**config.mk**
```make
export PLATFORM = sky130hd
export DESIGN_NAME = dir_input_queue
export DESIGN_NICKNAME = d
export VERILOG_FILES = /design/src/rtl/dir_input_queue.sv
export SDC_FILE = /design/constraint.sdc
export NUM_CORES = 1
export LEC_CHECK = 0
export ABC_AREA = 1
export CORE_MARGIN = 5
export CORE_UTILIZATION = 40
export CTS_CLUSTER_SIZE = 10
export DETAILED_ROUTE_END_ITERATION = 12
export GPL_TIMING_DRIVEN = 0
export PLACE_DENSITY_LB_ADDON = 0.25
export RECOVER_POWER = 100
export SLEW_MARGIN = 40
export SYNTH_ARGS = -nofsm -noshare
export SYNTH_HDL_FRONTEND = slang
export SYNTH_SLANG_ARGS = --single-unit
```
**constraint.sdc**
```tcl
create_clock -name clk -period 4.1 [get_ports clk]
set_input_delay 0.82 -clock clk [delete_from_list [all_inputs] [get_ports clk]]
set_output_delay 0.82 -clock clk [all_outputs]
set_load 0.03 [all_outputs]
```
**src/rtl/dir_input_queue.sv**
```systemverilog
// Button front end: per-channel sync, debounce and press detection, then a FIFO of pending turns popped by tick.
// A press reaches queue_count DEBOUNCE_CYCLES+3 edges after the raw change; no backpressure, a full queue drops the press and pulses overflow.
module dir_input_queue #(
    parameter int         DEBOUNCE_CYCLES = 50000,
    parameter int         CNT_W           = 16,
    parameter int         QUEUE_DEPTH     = 4,
    parameter int         PTR_W           = 2,
    parameter logic [3:0] ACTIVE_LOW      = 4'b1010,
    parameter logic [1:0] INIT_DIR        = 2'b00
) (
    input  logic             clk,
    input  logic             rst_n,
    input  logic [3:0]       btn_raw,
    input  logic             tick,
    output logic [1:0]       dir,
    output logic [PTR_W:0]   queue_count,
    output logic             overflow
);

    // Direction code equals the button index: up=0, right=1, down=2, left=3.
    localparam logic [PTR_W:0] DEPTH_CNT = (PTR_W+1)'(QUEUE_DEPTH);
    localparam logic [CNT_W-1:0] DB_LAST = CNT_W'(DEBOUNCE_CYCLES - 1);

    logic [3:0]       sync_a;
    logic [3:0]       sync_b;
    logic [3:0]       level;
    logic [3:0]       stable;
    logic [3:0]       stable_d;
    logic [3:0]       press;
    logic [CNT_W-1:0] db_cnt [4];

    logic [1:0]       queue_mem [QUEUE_DEPTH];
    logic [PTR_W-1:0] head;
    logic [PTR_W-1:0] tail;
    logic [PTR_W-1:0] tail_last;
    logic [1:0]       cand;
    logic [1:0]       ref_dir;
    logic             single;
    logic             accept;
    logic             full;
    logic             pop;
    logic             push;

    assign level = sync_b ^ ACTIVE_LOW;
    assign press = stable & ~stable_d;

    always_ff @(posedge clk or negedge rst_n) begin
        if (!rst_n) begin
            sync_a   <= ACTIVE_LOW;
            sync_b   <= ACTIVE_LOW;
            stable   <= '0;
            stable_d <= '0;
            for (int i = 0; i < 4; i++) begin
                db_cnt[i] <= '0;
            end
        end else begin
            sync_a   <= btn_raw;
            sync_b   <= sync_a;
            stable_d <= stable;
            for (int i = 0; i < 4; i++) begin
                if (level[i] == stable[i]) begin
                    db_cnt[i] <= '0;
                end else if (db_cnt[i] == DB_LAST) begin
                    stable[i] <= level[i];
                    db_cnt[i] <= '0;
                end else begin
                    db_cnt[i] <= db_cnt[i] + CNT_W'(1);
                end
            end
        end
    end

    always_comb begin
        cand = '0;
        for (int i = 0; i < 4; i++) begin
            if (press[i]) begin
                cand = 2'(i);
            end
        end
    end

    // With one entry queued the newest entry is also the head, so a coincident pop keeps the reference correct.
    assign tail_last = tail - PTR_W'(1);
    assign ref_dir   = (queue_count == '0) ? dir : queue_mem[tail_last];
    assign single    = $onehot(press);
    assign accept    = single && (cand != ref_dir) && (cand != (ref_dir ^ 2'b10));
    assign full      = (queue_count == DEPTH_CNT);
    assign pop       = tick && (queue_count != '0);
    assign push      = accept && (!full || pop);

    always_ff @(posedge clk or negedge rst_n) begin
        if (!rst_n) begin
            dir         <= INIT_DIR;
            head        <= '0;
            tail        <= '0;
            queue_count <= '0;
            overflow    <= 1'b0;
        end else begin
            overflow <= accept && full && !pop;
            if (pop) begin
                dir  <= queue_mem[head];
                head <= head + PTR_W'(1);
            end
            if (push) begin
                tail <= tail + PTR_W'(1);
            end
            if (push && !pop) begin
                queue_count <= queue_count + (PTR_W+1)'(1);
            end else if (pop && !push) begin
                queue_count <= queue_count - (PTR_W+1)'(1);
            end
        end
    end

    always_ff @(posedge clk) begin
        if (push) begin
            queue_mem[tail] <= cand;
        end
    end

endmodule

```
==> flow_summary.yaml, run 1 <==
clock_tree:
  cts-buffers-inserted: 9
  cts_htree_levels: 3
  cts_tree: "yes"
  path_clk_slew_ns: 0.07
  post_cts_buffers: 0
  insertion_delay_ns: 0.34
  quantity_of_gates_resized_following_cts: 0
  cts_max_path_buffers: 2
  tritoncts_num_sinks: 98
  cts_root_buf: "sky130_fd_sc_hd__clkbuf_16"
  cts.hold.buffers_added: 0
die:
  die_w_um: 120
  std_cell_rows: 40
  initial_utilization_pct: 40.7
  boundaryPins: 13
  chipHeight_um: 120
  die_area_um2: 14500
  core_region_area_um2: 12000
setup_path:
  path_cells: "inv_1 -> nor2_1 -> fa_1 -> ha_1 -> ha_1 -> nor3_1 -> nand4_1 -> inv_1 -> ha_1 -> inv_1 -> fa_1 -> nor2_1 -> nor2_1 -> nand2_1 -> xor2_1"
  r2r_cells: 15
  path_class: "flip-flop to flip-flop"
  critical_path.reg2reg.startpoint: "stable[1]"
  worst_setup_path_endpoint: "queue_count[2]"
  rr_endpoint: "queue_count[2]"
  cp_num_buf_inv: 3
  cp_slowest_stage_delay_ns: 0.45
  slowest_stage: "sky130_fd_sc_hd__fa_1"
  critical-path-top-delay-family: "adder cells"
  reg2reg_setup_slack_ns: 0.75
  startpoint_type: "flip-flop"
  path_depth: 15
  timing.critical_path.fanout_max: 7
  critical_path.startpoint: "stable[1]"
  worst-endpoint-required_ns: 4.37
  endpoint_kind: "flip-flop"
  arrival_ns: 3.62
placed_design:
  dpl_cell_area_um2: 5200
  post-place-cells: 716
  place.port_buffers: 12
  dpl.hpwl_mm: 6.22
  gpl.final_weighted_congestion: 0.835
global_routing:
  antenna_found_initial: 0
  grt_max_degree: 48
  via_count_of_the_first_global_routing_pass: 3566
  grt.total_usage_pct: 13.2
  grt_overflow_total: 0
  grt_first_pass_wirelength_mm: 15.8
synthesis:
  synth.area.top_cells: "sky130_fd_sc_hd__dfrtp_1 44%, sky130_fd_sc_hd__inv_1 6.4%, sky130_fd_sc_hd__nand2_1 6.1%, sky130_fd_sc_hd__nor2_1 5.8%, sky130_fd_sc_hd__edfxtp_1 4.9%"
  synth.cells.most_frequent: "86 x sky130_fd_sc_hd__dfrtp_1, 83 x sky130_fd_sc_hd__inv_1, 79 x sky130_fd_sc_hd__nand2_1"
  synth_enable_flop_cells: 8
  ys_warn_count: 0
  mappedNetlistNets: 576
  async_reset_ff_share_pct: 91.8
  postSynthRegisterBits: 98
  yosysTopAreaCellShare_pct: 44.2
  post-synth-top-area-cell: "sky130_fd_sc_hd__dfrtp_1"
  yosys.cell_types.count: 35
  synthCells: 556
  synth_top_flop_cell: "sky130_fd_sc_hd__dfrtp_1"
  syn_avg_cell_area_um2: 8.75
  yosysMostFrequentCell: "sky130_fd_sc_hd__dfrtp_1"
  post_synth_instance_area_um2: 4870
  synth_seq_area_share_pct: 51.3
timing:
  final.setup_skew_ns: 0.00857
  setup-violations-final: 0
  fin_tns_setup_ns: 0
  timing_worst_slew_pin_value_ns: 2.40
  slew-limit-headroom_pct: -59.9
  rsz_0062_raised_after_global_routing: "false"
  finalCriticalPeriod_ns: 3.35
  timing_max_transition_violations_final: 44
  worst_hold_slack_ns: 0.349
  max_freq_mhz: 299
  portion_of_the_clock_cycle_consumed_by_the_worst_path_in_the_final_layout_pct: 81.7
  final_hold_viol_count: 0
route:
  drtPass1Iterations: 4
  vias_per_cell: 4.89
  route.vias.total: 3579
  drt_wl_total_mm: 8.60
  detail_route.drc_violations: 0
  antenna_violating_nets_left: 0
  route.detailed.wl_per_inst_um: 11.7
  dr.first_iter.drc_count: 211
finish:
  areaGrowthSynthToFinish_pct: 11.3
  finalNetCount: 600
  layout.cells.non_filler: 732
  final_area_um2: 5420
  fraction_of_final_layout_cells_sized_beyond_drive_strength_1_pct: 7.01
  antenna_cells: 0
pwr:
  power_density_nw_per_um2: 402
  max-vdd-ir-drop_uv: 268
  leakagePower_uw: 0.00236
status:
  run_status: "finished with violations"
  failing_checks: "max-capacitance violations, max-slew violations"
worst_hold_path:
  worstHoldPathType: "flip-flop to flip-flop"
flow_run:
  cap_violations: 1
[cell families (layout without fill, tap and decap cells)]
kind of cell	count (synthesis)	in the layout	share of synthesized area (%)
multiplexers	2	2	0.463
AND/OR/NAND/NOR	276	276	27.9
flip-flops	98	98	51.3
XOR/XNOR	20	20	3.60
adder cells (fa/ha/maj)	13	13	3.65
buffers and inverters	94	123	7.30
AO/OA/AOI/OAI	53	53	5.78
[cells in the final DEF (no fill, tap or decap), drive strengths merged, types with 7 or more instances in the layout]
| master | count |
|---|---|
| a21oi | 26 |
| nor2 | 82 |
| a31oi | 8 |
| xor2 | 10 |
| inv | 92 |
| edfxtp | 8 |
| nand4 | 13 |
| nand3 | 30 |
| nor3b | 7 |
| dlygate4sd3 | 11 |
| xnor2 | 10 |
| o21ai | 18 |
| ha | 11 |
| nor3 | 48 |
| dfrtp | 86 |
| clkbuf | 13 |
| nand2 | 86 |
[state kept, by name, summed over array words and instances (netlist names)]
register and count:
tail 2, db_cnt 64, queue_mem 8, stable 4, sync_b 4, dir 2
queue_count 3, stable_d 4, sync_a 4, head 2, overflow 1
[worst min-delay path by stage]
stage | to | from | cells past startpoint | slack (ns)
2_1_floorplan | sync_b[0] | sync_a[0] | 0 | 0.33
3_3_place_gp | sync_b[0] | sync_a[0] | 0 | 0.34
3_5_place_dp | sync_b[0] | sync_a[0] | 0 | 0.33
4_1_cts | sync_b[2] | sync_a[2] | 0 | 0.35
5_1_grt | sync_b[0] | sync_a[0] | 0 | 0.36
6_report | sync_b[2] | sync_a[2] | 0 | 0.35
[metrics by stage]
step	util, %	total power (uW)	worst slack (ns)
2_1_floorplan	-	1270	1.11
3_3_place_gp	43.2	1380	-1.11
3_5_place_dp	43.5	1390	0.770
4_1_cts	45.9	2230	0.771
5_1_grt	45.3	2280	0.403
6_report	45.3	2180	0.751
[per-layer routing]
metal | global-route usage (%) | up-vias | routed length, um
li1 | - | 1847 | -
met1 | 16.9 | 1690 | 4150
met2 | 21.7 | 31 | 4070
met3 | 3.27 | 11 | 231
met4 | 4.96 | 0 | 146
met5 | 0 | - | 0
[area by class of cell]
type,count,area [um2]
well taps,147,184
fillers,1147,6550
flip-flops and latches,98,2500
plain buffers,2,7.51
multi-input cells,364,1950
inverters,92,345
clock buffers,10,229
repair buffers,13,141
clock inverters,6,57.6
[worst register-to-register path, delay by kind of cell, from the launching register on]
family / cells / cell delay, ns
AND/OR/NAND/NOR: 6 / 1.01
adder cells (fa/ha/maj): 5 / 1.46
XOR/XNOR: 1 / 0.13
flip-flops: 1 / 0.44
buffers and inverters: 3 / 0.24
[power breakdown]
part,internal [uW],total [uW],switching (uW)
clock,468,826,358
combinational,108,275,167
sequential,1030,1080,47.6
total,1600,2180,572
No activity file was read; power rests on OpenSTA's default activity.
==> run 2, diff against run 1 <==
==> constraint.sdc (replaced) <==
create_clock -name clk -period 3.2 [get_ports clk]
set_input_delay 0.64 -clock clk [delete_from_list [all_inputs] [get_ports clk]]
set_output_delay 0.64 -clock clk [all_outputs]
set_load 0.03 [all_outputs]
==> run 2 against run 1 <==
  * The run still ends with max-capacitance violations, max-slew violations left
  * Final cell count increased by 0.14%
  * Worst setup slack got worse by 0.52 ns
  * Final area increased by 0.53%
  * Clock-buffer cell count unchanged
  * Clock skew about the same
  * Highest routed layer unchanged
==> flow_summary.yaml, run 2 (synthesis results as in run 1) <==
placed_design:
  post-place-cells: 716
  dpl.hpwl_mm: 6.22
  gpl.final_weighted_congestion: 0.835
  place.port_buffers: 12
  pre_cts_ws_ns: -0.130
finish:
  layout.cells.non_filler: 733
  antenna_cells: 0
  regMostFlops: "db_cnt"
  fraction_of_final_layout_cells_sized_beyond_drive_strength_1_pct: 7.85
  most_used_cells_in_the_layout_excluding_fill_and_tap_cells: "85 x sky130_fd_sc_hd__inv_1, 85 x sky130_fd_sc_hd__dfrtp_1, 82 x sky130_fd_sc_hd__nand2_1"
  finalNetCount: 601
  reg_top3: "db_cnt: 64 flops, queue_mem: 8 flops"
  areaGrowthSynthToFinish_pct: 11.9
  largest_reg_flops: 64
timing:
  timing_worst_slew_pin_value_ns: 2.40
  final_hold_viol_count: 0
  finalCriticalPeriod_ns: 2.97
  portion_of_the_clock_cycle_consumed_by_the_worst_path_in_the_final_layout_pct: 92.8
  final.setup_skew_ns: 0.00854
  slew-limit-headroom_pct: -59.9
  finalWorstSetupSlack_ns: 0.232
  worst_hold_slack_ns: 0.349
  max_freq_mhz: 337
  setup-violations-final: 0
  timing_max_transition_violations_final: 44
  fin_tns_setup_ns: 0
setup_path:
  endpoint_kind: "flip-flop"
  critical_path.startpoint: "stable[1]"
  timing.critical_path.fanout_max: 4
  startpoint_type: "flip-flop"
  path_class: "flip-flop to flip-flop"
  critical_path.reg2reg.startpoint: "stable[1]"
  worst-endpoint-required_ns: 3.47
  arrival_ns: 3.23
die:
  boundaryPins: 13
  die_w_um: 120
  initial_utilization_pct: 40.7
  chipHeight_um: 120
  die_area_um2: 14500
  core_region_area_um2: 12000
  std_cell_rows: 40
route:
  drtPass1Iterations: 4
  antenna_violating_nets_left: 0
  route.detailed.wl_per_inst_um: 11.8
  drt_wl_total_mm: 8.64
  route.vias.total: 3589
  vias_per_cell: 4.90
  detail_route.drc_violations: 0
  dr.first_iter.drc_count: 206
status:
  run_status: "finished with violations"
  failing_checks: "max-capacitance violations, max-slew violations"
pwr:
  finalPower_uw: 2790
  max-vdd-ir-drop_uv: 343
  power_density_nw_per_um2: 512
  leakagePower_uw: 0.00237
clock_tree:
  path_clk_slew_ns: 0.07
  cts_tree: "yes"
  insertion_delay_ns: 0.34
  cts_htree_levels: 3
  cts_root_buf: "sky130_fd_sc_hd__clkbuf_16"
  cts_max_path_buffers: 2
  cts-buffers-inserted: 9
  tritoncts_num_sinks: 98
  cts.hold.buffers_added: 0
global_routing:
  grt_first_pass_wirelength_mm: 15.9
  via_count_of_the_first_global_routing_pass: 3572
  grt_max_degree: 48
  grt_overflow_total: 0
  antenna_found_initial: 0
  grt.total_usage_pct: 13.2
worst_hold_path:
  worst_hold_startpoint: "sync_a[2]"
  worstHoldPathType: "flip-flop to flip-flop"
flow_run:
  cap_violations: 1
==> run 2: changes by cell type in the layout (fill, tap and decap cells not counted), sizes merged <==
cell / delta
buf: +1
==> run 2: cell type report <==
cell class                 instances  area, um2
buffer                             2       7.51
clock buffer                      10        229
clock inverter                     6       57.6
fill                            1148       6520
inverter                          92        345
multi-input combinational        364       1970
sequential                        98       2500
tap                              147        184
timing repair buffer              14        149
==> run 2: final timing paths <==
path | to | slack, ns | depth (start not counted)
worst max register to register | queue_count[2] | 0.23 | 15
min in group asynchronous | db_cnt[61] | 1.03 | 1
worst min-delay path | sync_b[2] | 0.35 | 0
max in group asynchronous | stable[1] | 0.62 | 1
worst min register to register | sync_b[2] | 0.35 | 0
worst max-delay path | queue_count[2] | 0.23 | 15
==> run 2: per-layer routing <==
layer / GRT usage (%) / wire length [um] / vias up
li1: - / - / 1847
met1: 16.9 / 4140 / 1700
met2: 21.7 / 4120 / 31
met3: 3.27 / 232 / 11
met4: 4.96 / 146 / 0
met5: 0 / 0 / -
==> run 2: through the flow <==
step                area [um2]  util, %
floorplan                 4870        -
global placement          5170     43.2
detailed placement        5200     43.5
CTS                       5500     46.0
global route              5450     45.5
finish                    5450     45.5
==> run 2: repair_timing <==
action,4_1_cts,5_1_grt
buffers inserted,1,0
pin swaps,1,1
endpoints found under the setup margin,2,2
resized for setup,1,3
==> run 2: critical path, stage by stage, from the launching register on <==
cell,delay (ns)
sky130_fd_sc_hd__dfrtp_2,0.41
sky130_fd_sc_hd__inv_1,0.05
sky130_fd_sc_hd__nor2_1,0.15
sky130_fd_sc_hd__fa_1,0.44
sky130_fd_sc_hd__ha_1,0.22
sky130_fd_sc_hd__ha_1,0.32
sky130_fd_sc_hd__nor3_4,0.17
sky130_fd_sc_hd__nand4_2,0.11
sky130_fd_sc_hd__inv_1,0.07
sky130_fd_sc_hd__ha_1,0.13
sky130_fd_sc_hd__inv_1,0.06
sky130_fd_sc_hd__fa_1,0.38
sky130_fd_sc_hd__nor2_1,0.13
sky130_fd_sc_hd__nor2_1,0.05
sky130_fd_sc_hd__nand2_1,0.07
sky130_fd_sc_hd__xor2_1,0.13
==> run 2: where the power goes <==
| group | switching (uW) | leakage (uW) | total, uW | internal (uW) |
|---|---|---|---|---|
| logic | 215 | 0.000933 | 353 | 138 |
| clock network | 459 | 0.000135 | 1060 | 600 |
| registers | 60.8 | 0.00130 | 1380 | 1320 |
| total | 735 | 0.00237 | 2790 | 2050 |
==> run 3, diff against run 2 <==
--- a/config.mk
+++ b/config.mk
@@ -8,6 +8,7 @@
 export ABC_AREA = 1
 export CORE_MARGIN = 5
 export CORE_UTILIZATION = 40
+export CTS_BUF_LIST = sky130_fd_sc_hd__clkbuf_16
 export CTS_CLUSTER_SIZE = 10
 export DETAILED_ROUTE_END_ITERATION = 12
 export GPL_TIMING_DRIVEN = 0
==> run 3 against run 2 <==
  * The flow still finishes with violations (max-capacitance violations, max-slew violations)
  * Via count barely moved
  * Highest routed layer unchanged
  * Clock power barely moved
  * Critical endpoint unchanged
  * Total power barely moved
==> flow_summary.yaml, run 3 (synthesis results as in run 1) <==
die:
  core_region_area_um2: 12000
  chipHeight_um: 120
  die_w_um: 120
  std_cell_rows: 40
  die_area_um2: 14500
  boundaryPins: 13
  initial_utilization_pct: 40.7
finish:
  most_used_cells_in_the_layout_excluding_fill_and_tap_cells: "86 x sky130_fd_sc_hd__inv_1, 85 x sky130_fd_sc_hd__dfrtp_1, 82 x sky130_fd_sc_hd__nand2_1"
  layout.filler_cells: 1148
  finalNetCount: 601
  areaGrowthSynthToFinish_pct: 11.9
  regMostFlops: "db_cnt"
  final_area_um2: 5450
  largest_reg_flops: 64
  antenna_cells: 0
  fraction_of_final_layout_cells_sized_beyond_drive_strength_1_pct: 7.85
  mostFrequentLayoutCell: "sky130_fd_sc_hd__inv_1"
  reg_top3: "db_cnt: 64 flops, queue_mem: 8 flops"
pwr:
  swShare_pct: 26.4
  cell_internal_pwr_uw: 2050
  power_frac_seq_pct: 49.4
  power_density_nw_per_um2: 512
  finalPower_uw: 2790
  leakagePower_uw: 0.00237
  power_frac_comb_pct: 12.7
  share_clk_of_total_power_pct: 37.9
  power.switching_uw: 736
  max-vdd-ir-drop_uv: 343
timing:
  final.setup_skew_ns: 0.00854
  finalCriticalPeriod_ns: 2.97
  max_freq_mhz: 337
  timing_max_transition_violations_final: 44
  timing_worst_slew_pin_value_ns: 2.40
  final_hold_viol_count: 0
  portion_of_the_clock_cycle_consumed_by_the_worst_path_in_the_final_layout_pct: 92.8
  worst_hold_slack_ns: 0.349
  setup-violations-final: 0
  slew-limit-headroom_pct: -59.9
  fin_tns_setup_ns: 0
  finalWorstSetupSlack_ns: 0.232
global_routing:
  grt_max_degree: 48
  grt_overflow_total: 0
  antenna_found_initial: 0
  via_count_of_the_first_global_routing_pass: 3572
  grt.total_usage_pct: 13.2
  grt_first_pass_wirelength_mm: 15.9
route:
  antenna_violating_nets_left: 0
  vias_per_cell: 4.89
  route.vias.total: 3587
  drt_wl_total_mm: 8.64
  dr.first_iter.drc_count: 206
  route.detailed.wl_per_inst_um: 11.8
  drtPass1Iterations: 4
  detail_route.drc_violations: 0
setup_path:
  path_cells: "inv_1 -> nor2_1 -> fa_1 -> ha_1 -> ha_1 -> nor3_4 -> nand4_2 -> inv_1 -> ha_1 -> inv_1 -> fa_1 -> nor2_1 -> nor2_1 -> nand2_1 -> xor2_1"
  endpoint_kind: "flip-flop"
  timing.critical_path.fanout_max: 4
  slowest_stage: "sky130_fd_sc_hd__fa_1"
  rr_endpoint: "queue_count[2]"
  reg2reg_setup_slack_ns: 0.23
  cp_num_buf_inv: 3
  worst-endpoint-required_ns: 3.47
  critical-path-top-delay-family: "adder cells"
  arrival_ns: 3.23
  path_class: "flip-flop to flip-flop"
  r2r_cells: 15
  startpoint_type: "flip-flop"
  cp_slowest_stage_delay_ns: 0.44
  critical_path.reg2reg.startpoint: "stable[1]"
clock_tree:
  cts-buffers-inserted: 9
  tritoncts_num_sinks: 98
  cts.hold.buffers_added: 0
  cts_root_buf: "sky130_fd_sc_hd__clkbuf_16"
  path_clk_slew_ns: 0.07
  cts_htree_levels: 3
  cts_max_path_buffers: 2
  insertion_delay_ns: 0.34
  cts_tree: "yes"
placed_design:
  gpl.final_weighted_congestion: 0.835
  pre_cts_ws_ns: -0.130
  dpl_cell_area_um2: 5200
  dpl.hpwl_mm: 6.22
  place.port_buffers: 12
flow_run:
  cap_violations: 1
worst_hold_path:
  timing.hold.worst_path_depth: 0
  min_to: "sync_b[2]"
  worstHoldPathType: "flip-flop to flip-flop"
  worst_hold_startpoint: "sync_a[2]"
status:
  run_status: "finished with violations"
  failing_checks: "max-capacitance violations, max-slew violations"
run 3: worst max path at each step:
stage                          from        endpoint  slack [ns]  cells past startpoint
after global routing      stable[3]  queue_count[2]       -0.03                     15
after floorplan           stable[3]  queue_count[1]        0.21                     12
after CTS                 stable[3]  queue_count[2]        0.11                     15
after detailed placement  stable[3]  queue_count[2]       -0.13                     15
final                     stable[1]  queue_count[2]        0.23                     15
after global placement        rst_n      db_cnt[21]       -1.83                      1
run 3: cell type report:
cell class	count	area, um2	share of cell area, %
buffer	2	7.51	0.138
clock buffer	9	225	4.14
clock inverter	7	61.3	1.13
inverter	92	345	6.34
multi-input combinational	364	1970	36.3
sequential	98	2500	45.9
tap	147	184	3.38
timing repair buffer	14	149	2.73
run 3: timing repair:
item,4_1_cts,5_1_grt
endpoints found under the setup margin,2,2
pin swaps,1,1
resized for setup,1,3
gates cloned,0,0
setup buffers,1,0
run 3: per-layer routing:
layer	global-route usage (%)	routed length [um]
met4	4.96	146
met1	16.9	4130
met2	21.7	4130
met5	0	0
met3	3.27	232
run 3: stage by stage:
step / instances / util [%]
floorplan: 556 / -
global placement: 715 / 43.2
detailed placement: 716 / 43.5
CTS: 733 / 46.0
global route: 733 / 45.5
finish: 733 / 45.5
run 3: power groups by stage:
stage / sequential (uW) / clock [uW] / combinational (uW)
after floorplan: 1460 / 0 / 175
after detailed placement: 1410 / 0 / 376
after global placement: 1400 / 0 / 365
final: 1380 / 1060 / 353
after CTS: 1380 / 1090 / 378
after global routing: 1390 / 1140 / 398
